--- config.mk ---
export PLATFORM = sky130hd
export DESIGN_NAME = lfsr_step_ctrl_flat
export DESIGN_NICKNAME = d
export VERILOG_FILES = /design/src/rtl/lfsr_pkg.sv /design/src/rtl/lfsr_step_ctrl_if.sv /design/src/rtl/btn_debounce.sv /design/src/rtl/lfsr_step_ctrl.sv /design/src/flat_wrapper.sv
export SDC_FILE = /design/constraint.sdc
export NUM_CORES = 1
export LEC_CHECK = 0
export ABC_CLOCK_PERIOD_IN_PS = 2320
export CORE_ASPECT_RATIO = 2
export CORE_UTILIZATION = 35
export DETAILED_ROUTE_END_ITERATION = 8
export SETUP_SLACK_MARGIN = 0.4
export SYNTH_ARGS = -nofsm -noshare
export SYNTH_HDL_FRONTEND = slang
export SYNTH_HIERARCHICAL = 1
export SYNTH_SLANG_ARGS = --single-unit
export TNS_END_PERCENT = 100
--- constraint.sdc ---
create_clock -name clk -period 2.32 [get_ports clk]
set_input_delay 0.232 -clock clk [delete_from_list [all_inputs] [get_ports clk]]
set_output_delay 0.232 -clock clk [all_outputs]
set_load 0.03 [all_outputs]
--- src/rtl/lfsr_pkg.sv ---
// lfsr_pkg: definitions shared by the LFSR control stage and the LFSR/display stage.
//   LFSR_W       - LFSR register width
//   SEED_RESET   - seed presented to the LFSR after reset (non-zero so the LFSR runs)
//   ctrl_state_e - states of the step/load sequencer
package lfsr_pkg;

    localparam int unsigned LFSR_W = 8;
    localparam logic [LFSR_W-1:0] SEED_RESET = 8'h01;

    typedef enum logic [2:0] {
        StIdle,
        StPulse,
        StGap,
        StLoadSetup,
        StLoadPulse,
        StLoadHold
    } ctrl_state_e;

endpackage

--- src/rtl/lfsr_step_ctrl_if.sv ---
// lfsr_step_ctrl_if: control bundle from the step controller to the LFSR stage.
//   step - LFSR clock pulse
//   set  - LFSR loads seed on the next step rise while high
//   seed - seed value to load
//   busy - controller is sequencing a step or a load
// Modports: master (controller drives), slave (LFSR stage observes).
interface lfsr_step_ctrl_if;
    import lfsr_pkg::*;

    logic              step;
    logic              set;
    logic [LFSR_W-1:0] seed;
    logic              busy;

    modport master (output step, output set, output seed, output busy);
    modport slave  (input step, input set, input seed, input busy);

endinterface

--- src/rtl/btn_debounce.sv ---
// btn_debounce: synchronises and debounces one raw push-button.
//   clk   - system clock
//   rst   - synchronous active-high reset
//   raw   - asynchronous bouncy button, active-high
//   level - accepted (debounced) button level
//   rise  - single-cycle pulse in the cycle the accepted level turns 1
module btn_debounce #(
    parameter int unsigned DEBOUNCE_CYCLES = 1000000
) (
    input  logic clk,
    input  logic rst,
    input  logic raw,
    output logic level,
    output logic rise
);

    localparam int unsigned CntW = $clog2(DEBOUNCE_CYCLES + 1);

    logic            sync1_q, sync2_q;
    logic            level_q, level_d;
    logic [CntW-1:0] cnt_q, cnt_d;

    // The counter only runs while the synced input disagrees with the accepted level, so any
    // bounce back to the accepted level restarts the stability window.
    always_comb begin
        cnt_d   = '0;
        level_d = level_q;
        if (sync2_q != level_q) begin
            if (cnt_q == CntW'(DEBOUNCE_CYCLES - 1)) begin
                level_d = sync2_q;
            end else begin
                cnt_d = cnt_q + CntW'(1);
            end
        end
    end

    always_ff @(posedge clk) begin
        if (rst) begin
            sync1_q <= 1'b0;
            sync2_q <= 1'b0;
            level_q <= 1'b0;
            cnt_q   <= '0;
        end else begin
            sync1_q <= raw;
            sync2_q <= sync1_q;
            level_q <= level_d;
            cnt_q   <= cnt_d;
        end
    end

    assign level = level_q;
    // Combinational so the request lands in the pending flag on the same edge the level updates.
    assign rise  = level_d & ~level_q;

endmodule

--- src/rtl/lfsr_step_ctrl.sv ---
// lfsr_step_ctrl: turns raw buttons/switches into a clean step clock and seed-load controls.
//   clk      - system clock
//   rst      - synchronous active-high reset
//   btn_step - raw step button (bouncy, async)
//   btn_load - raw load button (bouncy, async)
//   sw_seed  - seed switches, captured when a load starts
//   sw_auto  - auto-run enable (async, synchronised only)
//   lfsr     - master side of the control bundle (step, set, seed, busy), all registered
module lfsr_step_ctrl
    import lfsr_pkg::*;
#(
    parameter int unsigned DEBOUNCE_CYCLES = 1000000,
    parameter int unsigned AUTO_DIV        = 25000000,
    parameter int unsigned STEP_HIGH       = 4
) (
    input  logic              clk,
    input  logic              rst,
    input  logic              btn_step,
    input  logic              btn_load,
    input  logic [LFSR_W-1:0] sw_seed,
    input  logic              sw_auto,
    lfsr_step_ctrl_if.master  lfsr
);

    localparam int unsigned AutoW  = $clog2(AUTO_DIV);
    localparam int unsigned PhaseW = $clog2(STEP_HIGH + 1);

    // Button front ends.
    logic step_level, load_level;
    logic step_rise, load_rise;
    logic unused_levels;

    btn_debounce #(
        .DEBOUNCE_CYCLES(DEBOUNCE_CYCLES)
    ) u_deb_step (
        .clk  (clk),
        .rst  (rst),
        .raw  (btn_step),
        .level(step_level),
        .rise (step_rise)
    );

    btn_debounce #(
        .DEBOUNCE_CYCLES(DEBOUNCE_CYCLES)
    ) u_deb_load (
        .clk  (clk),
        .rst  (rst),
        .raw  (btn_load),
        .level(load_level),
        .rise (load_rise)
    );

    assign unused_levels = step_level ^ load_level;

    // Auto-run divider.
    logic             auto_s1_q, auto_s2_q;
    logic [AutoW-1:0] auto_cnt_q, auto_cnt_d;
    logic             auto_req;

    assign auto_req = auto_s2_q && (auto_cnt_q == AutoW'(AUTO_DIV - 1));

    always_comb begin
        auto_cnt_d = '0;
        if (auto_s2_q && !auto_req) begin
            auto_cnt_d = auto_cnt_q + AutoW'(1);
        end
    end

    // Pending flags and sequencer.
    ctrl_state_e       state_q, state_d;
    logic [PhaseW-1:0] phase_q, phase_d;
    logic              phase_last;
    logic              step_pend_q, step_pend_d;
    logic              load_pend_q, load_pend_d;
    logic              step_serve, load_serve;

    logic              step_q, step_d;
    logic              set_q, set_d;
    logic              busy_q, busy_d;
    logic [LFSR_W-1:0] seed_q, seed_d;

    assign phase_last = (phase_q == PhaseW'(STEP_HIGH - 1));

    // A request arriving in the serve cycle re-arms the flag; otherwise requests merge.
    assign step_pend_d = (step_pend_q & ~step_serve) | step_rise | auto_req;
    assign load_pend_d = (load_pend_q & ~load_serve) | load_rise;

    // State register.
    always_ff @(posedge clk) begin
        if (rst) begin
            state_q <= StIdle;
            phase_q <= '0;
        end else begin
            state_q <= state_d;
            phase_q <= phase_d;
        end
    end

    // Next-state logic; phase_q counts cycles spent in the timed states.
    always_comb begin
        state_d    = state_q;
        phase_d    = '0;
        step_serve = 1'b0;
        load_serve = 1'b0;
        unique case (state_q)
            StIdle: begin
                // Load wins; a coincident step stays pending until after the load.
                if (load_pend_q) begin
                    state_d    = StLoadSetup;
                    load_serve = 1'b1;
                end else if (step_pend_q) begin
                    state_d    = StPulse;
                    step_serve = 1'b1;
                end
            end
            StPulse: begin
                if (phase_last) state_d = StGap;
                else            phase_d = phase_q + PhaseW'(1);
            end
            StGap: begin
                if (phase_last) state_d = StIdle;
                else            phase_d = phase_q + PhaseW'(1);
            end
            StLoadSetup: begin
                state_d = StLoadPulse;
            end
            StLoadPulse: begin
                if (phase_last) state_d = StLoadHold;
                else            phase_d = phase_q + PhaseW'(1);
            end
            StLoadHold: begin
                if (phase_last) state_d = StIdle;
                else            phase_d = phase_q + PhaseW'(1);
            end
            default: begin
                state_d = StIdle;
            end
        endcase
    end

    // Output logic, decoded from the next state so every output is a flop.
    always_comb begin
        step_d = (state_d == StPulse) || (state_d == StLoadPulse);
        set_d  = state_d inside {StLoadSetup, StLoadPulse, StLoadHold};
        busy_d = (state_d != StIdle);
        seed_d = seed_q;
        if (load_serve) begin
            seed_d = sw_seed;
        end
    end

    always_ff @(posedge clk) begin
        if (rst) begin
            auto_s1_q   <= 1'b0;
            auto_s2_q   <= 1'b0;
            auto_cnt_q  <= '0;
            step_pend_q <= 1'b0;
            load_pend_q <= 1'b0;
            step_q      <= 1'b0;
            set_q       <= 1'b0;
            busy_q      <= 1'b0;
            seed_q      <= SEED_RESET;
        end else begin
            auto_s1_q   <= sw_auto;
            auto_s2_q   <= auto_s1_q;
            auto_cnt_q  <= auto_cnt_d;
            step_pend_q <= step_pend_d;
            load_pend_q <= load_pend_d;
            step_q      <= step_d;
            set_q       <= set_d;
            busy_q      <= busy_d;
            seed_q      <= seed_d;
        end
    end

    assign lfsr.step = step_q;
    assign lfsr.set  = set_q;
    assign lfsr.busy = busy_q;
    assign lfsr.seed = seed_q;

endmodule

--- src/flat_wrapper.sv ---
// flat-port wrapper written by rule: the top's interface ports become plain ports
module lfsr_step_ctrl_flat import lfsr_pkg::*;
#(
    parameter int unsigned DEBOUNCE_CYCLES = 1000000,
    parameter int unsigned AUTO_DIV        = 25000000,
    parameter int unsigned STEP_HIGH       = 4
)
  (clk, rst, btn_step, btn_load, sw_seed, sw_auto, lfsr_step, lfsr_set, lfsr_seed, lfsr_busy);
  lfsr_step_ctrl_if lfsr_i ();
  input  logic clk;
  input  logic rst;
  input  logic btn_step;
  input  logic btn_load;
  input  logic [LFSR_W-1:0] sw_seed;
  input  logic sw_auto;
  output wire logic [$bits(lfsr_i.step)-1:0] lfsr_step;
  output wire logic [$bits(lfsr_i.set)-1:0] lfsr_set;
  output wire logic [$bits(lfsr_i.seed)-1:0] lfsr_seed;
  output wire logic [$bits(lfsr_i.busy)-1:0] lfsr_busy;
  assign lfsr_step = lfsr_i.step;
  assign lfsr_set = lfsr_i.set;
  assign lfsr_seed = lfsr_i.seed;
  assign lfsr_busy = lfsr_i.busy;
  lfsr_step_ctrl #(.DEBOUNCE_CYCLES(DEBOUNCE_CYCLES), .AUTO_DIV(AUTO_DIV), .STEP_HIGH(STEP_HIGH)) u_core (.clk(clk), .rst(rst), .btn_step(btn_step), .btn_load(btn_load), .sw_seed(sw_seed), .sw_auto(sw_auto), .lfsr(lfsr_i));
endmodule
# Word-level counts from Yosys, hierarchy flattened
# Index checks and enable logic that the tools add are counted.
# totals
regBits	92
input_bits	13
wordCells	81
# op_classes
addsub	4
n_eq_ne	15
mux	15
bitwise	15
n_reduce_logical	13
# op_table
op	n
$add 20x1->20 const B	2
$eq 20x20->1 const B	2
$add 25x1->25 const B	1
$eq 25x25->1 const B	1
$mux 3	5
$pmux 3 s5	1
$eq 3x2->1 const B	4
$eq 3x3->1 const B	4
$mux 1	9
$reduce_or 3->1	3
$not 1->1	8
$eq 3x1->1 const B	2
$reduce_bool 3->1	2
$and 1x1->1	4
$reduce_or 2->1	2
$reduce_or 4->1	1
$add 3x1->3 const B	1
$logic_not 3->1	1
$or 1x1->1	3
$logic_and 1x1->1	2
$ne 1x1->1	2
$logic_not 1->1	1
$logic_or 1x1->1	1

# Depth between registers and ports, before layout
# Gate-level depths: netlist of run 1.
# logic_depth
ltp_word	7
mapped_depth	7
ltp_nobuf	6

# Cells and area by module
# Netlist of run 1, hierarchy kept.
# by_module_without_submodules
mod	n_inst	cells_per_inst	area_each_um2
btn_debounce	2	118	1073.5
lfsr_step_ctrl	1	227	1976.9

# Worst setup path before layout of run 1
# Ideal clock, no wire load.
# synth_timing
path_kind	reg-to-reg
startpoint	register u_core.auto_cnt_q[0]
endpoint	register u_core.auto_cnt_q[13]
setup_ns	0.117
t_arrival_ns	1.655
t_required_ns	2.203
slack_ns	0.548
stages_incl_launch_ff	8
path_buffers	2
period_less_slack_ns	1.772
cell_sequence	dfxtp_1 -> ha_1 -> clkbuf_2 -> and3_1 -> nand2_1 -> o311ai_2 -> buf_2 -> nor2_1
# synth_between
elab_chain_cells	6
word_cells_on_any_way	7
classes_between	1 x add/sub; 1 x eq/ne; 1 x bitwise; 4 x reduce/logical
# synth_rtl
item	line	source
start: declaration	lfsr_step_ctrl.sv:57	logic [AutoW-1:0] auto_cnt_q, auto_cnt_d;
start signal: assignment	lfsr_step_ctrl.sv:166	auto_cnt_q <= auto_cnt_d;
branches (longest 6 deep; another with $add 25x1->25)	-	
# Several ways; the timed one is not identified.
# A chain may end at the register's enable or synchronous reset.

# Final worst setup path of run 1
# layout_timing
startpoint	register u_core.auto_cnt_q[0]
endpoint	register u_core.auto_cnt_q[24]
# Same word-level chain as after synthesis.

==> metrics.md, run 1 <==
| Metric | Value |
|---|---|
| Clk buf depth | 2 |
| Post-Route WL | 8.33 mm |
| Worst Hold Depth | 1 |
| CP max stage delay | 0.54 ns |
| FF/Latch Area | 1840 um^2 |
| Cells after Synth | 463 |
| Core Box Area | 11400 um^2 |
| Root Buffer | clkbuf_16 |
| Most frequent cells in the layout | 92 x dfxtp_1, 63 x nor2_1, 38 x nand2_1 |
| RR Startpoint | u_core/auto_cnt_q[0] |
| Die Y | 156 um |
| RR Endpoint | u_core/auto_cnt_q[24] |
| Worst Setup End Kind | flip-flop |
| Syn Nets | 481 |
| # nets final | 505 |
| Post-placement cell area | 4460 um^2 |
| Hold_sp | u_core/phase_q[0] |
| Sink Count | 92 |
| Hold_ws | 0.424 ns |
| Final hold vios | 0 |
| Reg2Reg Setup Slack | 0.53 ns |
| Power Dens Cells | 633 nW/um^2 |
| Finish-stage setup viols | 0 |
| Max cap viols | 0 |
| CP startpoint kind | flip-flop |
| Initial Util | 0.361 |
| Post-synth EDFFs | 0 |
| Worst-Margin Slew | 0.454 ns |
| Row Count | 55 |
| Min-Delay Path Class | flip-flop to flip-flop |
| Clock latency at the later pin of the worst-skew pair | 0.33 ns |
| Post-DRT Antenna Nets | 0 |
| Initial antenna violation count | 0 |
| TritonCTS clock tree | yes |
| 1st-iter DRT viols | 105 |
| Number of global-route vias before repair | 3235 |
| # DRC | 0 |
| Multi-input gate area | 2150 um^2 |
| Buffers on Ports | 23 |
| Synthesis Warnings | 6 |
| Top-area cell type share of the netlist area | 0.447 |
| Max frequency | 560 MHz |
| WP data required | 2.58 ns |
| Layout area overhead | 16.9% |
| Minimum clock period | 1.79 ns |
| Synthesized cell area | 4120 um^2 |
| Total Negative Setup Slacks | 0 ns |
| Slew margin rel. | 0.697 |
| Clock skew | 0.00811 ns |
| Crit path max fanout | 12 |
| Commonest non-fill, non-tap cell in the layout | dfxtp_1 |
| Final instance area | 4820 um^2 |
| Max Slew Vio Count | 0 |
| Post-DP HPWL | 6.12 mm |
| Peak VDD IR | 408 uV |
| Top_reg_cell synth | dfxtp_1 |
| Final Non-Filler Cells | 632 |
| H-tree Lvls | 3 |
| ANT cells | 0 |
| Placed insts | 616 |
| Largest area contributor in the netlist | dfxtp_1 |
| Share of cells above drive strength 1 | 0.0918 |
| Num CTS Buffers | 9 |
| CP cell instances | ha_4 > and3_1 > nand4_4 > or4_1 > a21oi_1 |
| DR vias | 3275 |
| Final period util | 0.770 |
| DR WL/cell | 13.2 um |
| Gr ovfl total | 0 |
| Ports | 24 |
| Status | complete, no violations |
| Crit path max-delay cell type | or4_1 |
| DIE AREA | 12200 um^2 |
| Synth area leaders | dfxtp_1 45%, xnor2_1 5.9%, nor2_1 5.7%, a21oi_1 3.6%, nand2_1 3.5% |
| Global-route wire length before repair | 14.3 mm |
| Pleak | 1.46 nW |
| Worst path arrival time | 2.05 ns |
| # fillers | 1144 |
| Hold EP | u_core/phase_q[0] |
| Setup repair after global routing missed its margin | false |
| Largest net degree at the start of global routing | 26 |
| Die span in x | 78.8 um |
| Critical path class | flip-flop to flip-flop |
| FF-to-FF path depth | 5 |
| Yosys cell types | 48 |
| DR pass1 iterations | 4 |
| Tot GR Track Use | 0.147 |
| Asr flop ratio synth | 0 |
| Clock transition at path regs | 0.06 ns |
| RePlAce Congestion | 0.806 |
| Vias/cell | 5.18 |
| Syn_area_per_cell | 8.91 um^2 |
| Sequential area share after synthesis | 0.447 |
| #FFs+latches synth | 92 |
-- cell type report --
type,instances,share of cell area
well taps,142,0.0369
clock buffers,10,0.0475
repair buffers,27,0.0600
clock inverters,4,0.0109
multi-input cells,337,0.447
inverters,20,0.0156
flip-flops and latches,92,0.382
-- critical path: cells and delay by family (launching register included) --
kind	cells	cell delay, ns
adder cells (fa/ha/maj)	1	0.20
flip-flops	1	0.41
AND/OR/NAND/NOR	3	0.96
AO/OA/AOI/OAI	1	0.15
-- per-layer routing --
layer | track usage | share of wire
met1 | 0.151 | 0.39
met2 | 0.271 | 0.56
met3 | 0.0282 | 0.017
met4 | 0.0802 | 0.030
met5 | 0 | 0
-- flip-flops by register name (all words and copies together) (netlist names) --
name and flops:
u_core/auto_s1_q 1, u_core/u_deb_step/sync2_q 1, u_core/lfsr.seed 8, u_core/lfsr.set 1
u_core/step_pend_q 1, u_core/lfsr.step 1, u_core/lfsr.busy 1, u_core/u_deb_load/sync1_q 1
u_core/u_deb_step/sync1_q 1, u_core/u_deb_step/level 1, u_core/u_deb_load/level 1, u_core/auto_s2_q 1
u_core/phase_q 3, u_core/auto_cnt_q 25, u_core/u_deb_step/cnt_q 20, u_core/u_deb_load/cnt_q 20
u_core/load_pend_q 1, u_core/u_deb_load/sync2_q 1, u_core/state_q 3
-- stage by stage --
stage / utilization / setup WS [ns] / power (W)
after detailed placement: 0.391 / 0.441 / 0.00168
after global placement: 0.391 / 0.481 / 0.00167
after global routing: 0.422 / 0.419 / 0.00317
final: 0.422 / 0.533 / 0.00305
after floorplan: - / 0.548 / 0.00165
after CTS: 0.415 / 0.433 / 0.00310
-- cell usage after synthesis, types with 9 or more instances --
library cell	instances
or3_1	13
nor2_1	63
nand3_1	22
a21oi_1	30
and3_1	9
xor2_1	11
dfxtp_1	92
nor3_1	13
nor4_1	10
nand4_1	15
xnor2_1	28
nand2_1	38
inv_1	20
o21ai_0	10
-- how the worst max path moves through the flow --
stage	from	to	slack (ns)	cells past startpoint
2_1_floorplan	u_core/auto_cnt_q[0]	u_core/auto_cnt_q[13]	0.55	7
3_3_place_gp	u_core/u_deb_step/cnt_q[0]	u_core/step_pend_q	0.48	6
3_5_place_dp	u_core/auto_cnt_q[0]	u_core/auto_cnt_q[24]	0.44	5
4_1_cts	u_core/u_deb_load/cnt_q[0]	u_core/u_deb_load/cnt_q[16]	0.43	5
5_1_grt	u_core/auto_cnt_q[15]	u_core/auto_cnt_q[5]	0.42	5
6_report	u_core/auto_cnt_q[0]	u_core/auto_cnt_q[24]	0.53	5
-- power breakdown --
part | internal, W | total (W) | switching [W]
Combinational | 0.0000295 | 0.0000556 | 0.0000261
Sequential | 0.00159 | 0.00159 | 0.00000366
Clock | 0.000825 | 0.00141 | 0.000582
-- logic make-up (layout without fill, tap and decap cells) --
logic type      Yosys count  in the layout  synth area share
simple gates            232            232             0.322
fa+ha+maj                 5              5            0.0152
compound gates           61             61            0.0950
xor+xnor                 39             39            0.0828
flops                    92             92             0.447
buf+inv                  34             61            0.0385
-- timing repair --
| item | in CTS | in global routing |
|---|---|---|
| endpoints found under the setup margin | 0 | 61 |
| resized for setup | 0 | 8 |
| endpoints found under the hold margin | 0 | 0 |
| hold buffers | 0 | 0 |
| setup buffers | 0 | 2 |
Note: power is estimated with default switching activity, not from simulation.
==> run 2, diff against run 1 <==
ABC_CLOCK_PERIOD_IN_PS = 1800   (was 2320)
clock period = 1.8 ns   (was 2.32 ns; I/O delays follow)
==> run 2 against run 1 <==
  * Final area grew 20%
  * Count of clock-buffer cells in the layout shrank 1
  * Combinational power is 79% higher
  * Non-clock buffer count is 53 higher
  * Critical endpoint is now u_core/u_deb_load/level
  * Highest routed layer unchanged
==> metrics.md, run 2 (synthesized netlist as in run 1, its figures left out) <==
| Metric | Value |
|---|---|
| Clock transition at path regs | 0.07 ns |
| Top flop regs | u_core/auto_cnt_q (25), u_core/u_deb_load/cnt_q (20), u_core/u_deb_step/cnt_q (20) |
| Minimum clock period | 1.60 ns |
| Row Count | 55 |
| Vias/cell | 5.22 |
| Crit path max-delay cell type | dfxtp_4 |
| Crit path max fanout | 3 |
| Die span in x | 78.8 um |
| Post-DP HPWL | 6.62 mm |
| Die Y | 156 um |
| Ports | 24 |
| DR WL/cell | 14.7 um |
| Max FFs per register | 25 |
| Share of cells above drive strength 1 | 0.361 |
| Most frequent cells in the layout | 57 x dfxtp_1, 44 x buf_4, 42 x nor2_1 |
| CP startpoint kind | flip-flop |
| Power, Total | 0.00398 W |
| TritonCTS clock tree | yes |
| Buffers on Ports | 23 |
| 1st-iter DRT viols | 120 |
| # fillers | 1036 |
| Num CTS Buffers | 9 |
| DR vias | 3584 |
| DIE AREA | 12200 um^2 |
| Peak VDD IR | 465 uV |
| Worst-Margin Slew | 0.389 ns |
| Worst Hold Depth | 3 |
| Global-route wire length before repair | 15.8 mm |
| Total Negative Setup Slacks | 0 ns |
| Core Box Area | 11400 um^2 |
| Placed insts | 645 |
| Pleak | 1.96 nW |
| CP max stage delay | 0.36 ns |
| Final hold vios | 0 |
| Initial Util | 0.361 |
| Number of global-route vias before repair | 3494 |
| Crit. path cell count | 5 |
| RePlAce Congestion | 0.803 |
| Commonest non-fill, non-tap cell in the layout | dfxtp_1 |
| Layout area overhead | 40.4% |
| Most flops, register | u_core/auto_cnt_q |
| ANT cells | 0 |
| # nets final | 558 |
| Root Buffer | clkbuf_16 |
| Slew margin rel. | 0.741 |
| Min-Delay Path Class | primary input to flip-flop |
| Largest net degree at the start of global routing | 19 |
| Status | complete, no violations |
| Max Slew Vio Count | 0 |
| H-tree Lvls | 3 |
| Max cap viols | 0 |
| Clock skew | 0.0121 ns |
| Hold_ws | 0.372 ns |
| WP data required | 2.08 ns |
| Tot GR Track Use | 0.163 |
| FF-to-FF path depth | 5 |
| Final Core Density | 0.507 |
| Clock latency at the later pin of the worst-skew pair | 0.35 ns |
| Worst path arrival time | 1.88 ns |
| Initial antenna violation count | 0 |
| Clk buf depth | 2 |
| Post-Route WL | 10.1 mm |
| DR pass1 iterations | 4 |
| CP cell instances | nor4b_4 > nand4_1 > buf_4 > or3_4 > a21oi_2 |
| Critical path class | flip-flop to flip-flop |
| Worst Setup End Kind | flip-flop |
| # DRC | 0 |
| Buf/Inv on CP | 1 |
| Setup repair after global routing missed its margin | true |
| Post-DRT Antenna Nets | 0 |
| Finish-stage setup viols | 0 |
| CP top delay family | simple AND/OR/NAND/NOR gates |
| Power Dens Cells | 688 nW/um^2 |
| Gr ovfl total | 0 |
| Sink Count | 92 |
| Final Non-Filler Cells | 687 |
| Final period util | 0.890 |
| Max frequency | 624 MHz |
## run 2: worst min-delay path: cells and delay by family
family,cells,cell delay [ns]
compound gates,1,0.05
buf+inv,1,0.39
simple gates,1,0.05
## run 2: what timing repair did
item	4_1_cts	5_1_grt
gates cloned	1	2
pin swaps	22	38
setup buffers	16	7
resized for setup	73	72
hold buffers	0	0
endpoints found under the setup margin	83	78
## run 2: path summary, 6_finish.rpt
path | start | endpoint | slack (ns)
max reg2reg | u_core/u_deb_load/cnt_q[7] | u_core/u_deb_load/level | 0.20
min reg2reg | u_core/phase_q[0] | u_core/phase_q[0] | 0.44
min | sw_seed[6] | u_core/lfsr.seed[6] | 0.37
max | u_core/u_deb_load/cnt_q[7] | u_core/u_deb_load/level | 0.20
## run 2: area by class of cell
class / count / area, um^2 / share of cell area
inverters: 20 / 75.1 / 0.0130
multi-input cells: 337 / 2600 / 0.449
clock buffers: 9 / 225 / 0.0389
clock inverters: 7 / 65.1 / 0.0112
repair buffers: 80 / 749 / 0.129
flip-flops and latches: 92 / 1900 / 0.327
well taps: 142 / 178 / 0.0307
## run 2: through the flow
step                instance area, um^2  setup WS, ns
finish                             5790         0.198
CTS                                5450         0.225
floorplan                          4220         0.145
global route                       5790         0.127
global placement                   4770        0.0680
detailed placement                 4770        0.0336
## run 2: power breakdown
group / switching, W / internal (W)
registers: 0.00000572 / 0.00204
logic: 0.0000455 / 0.0000538
clock network: 0.000872 / 0.000971
total: 0.000924 / 0.00306
## run 2: routing by layer
metal,global-route usage,wire length (um)
met1,0.156,3790
met2,0.323,5800
met3,0.0305,213
met5,0,0
met4,0.0741,289
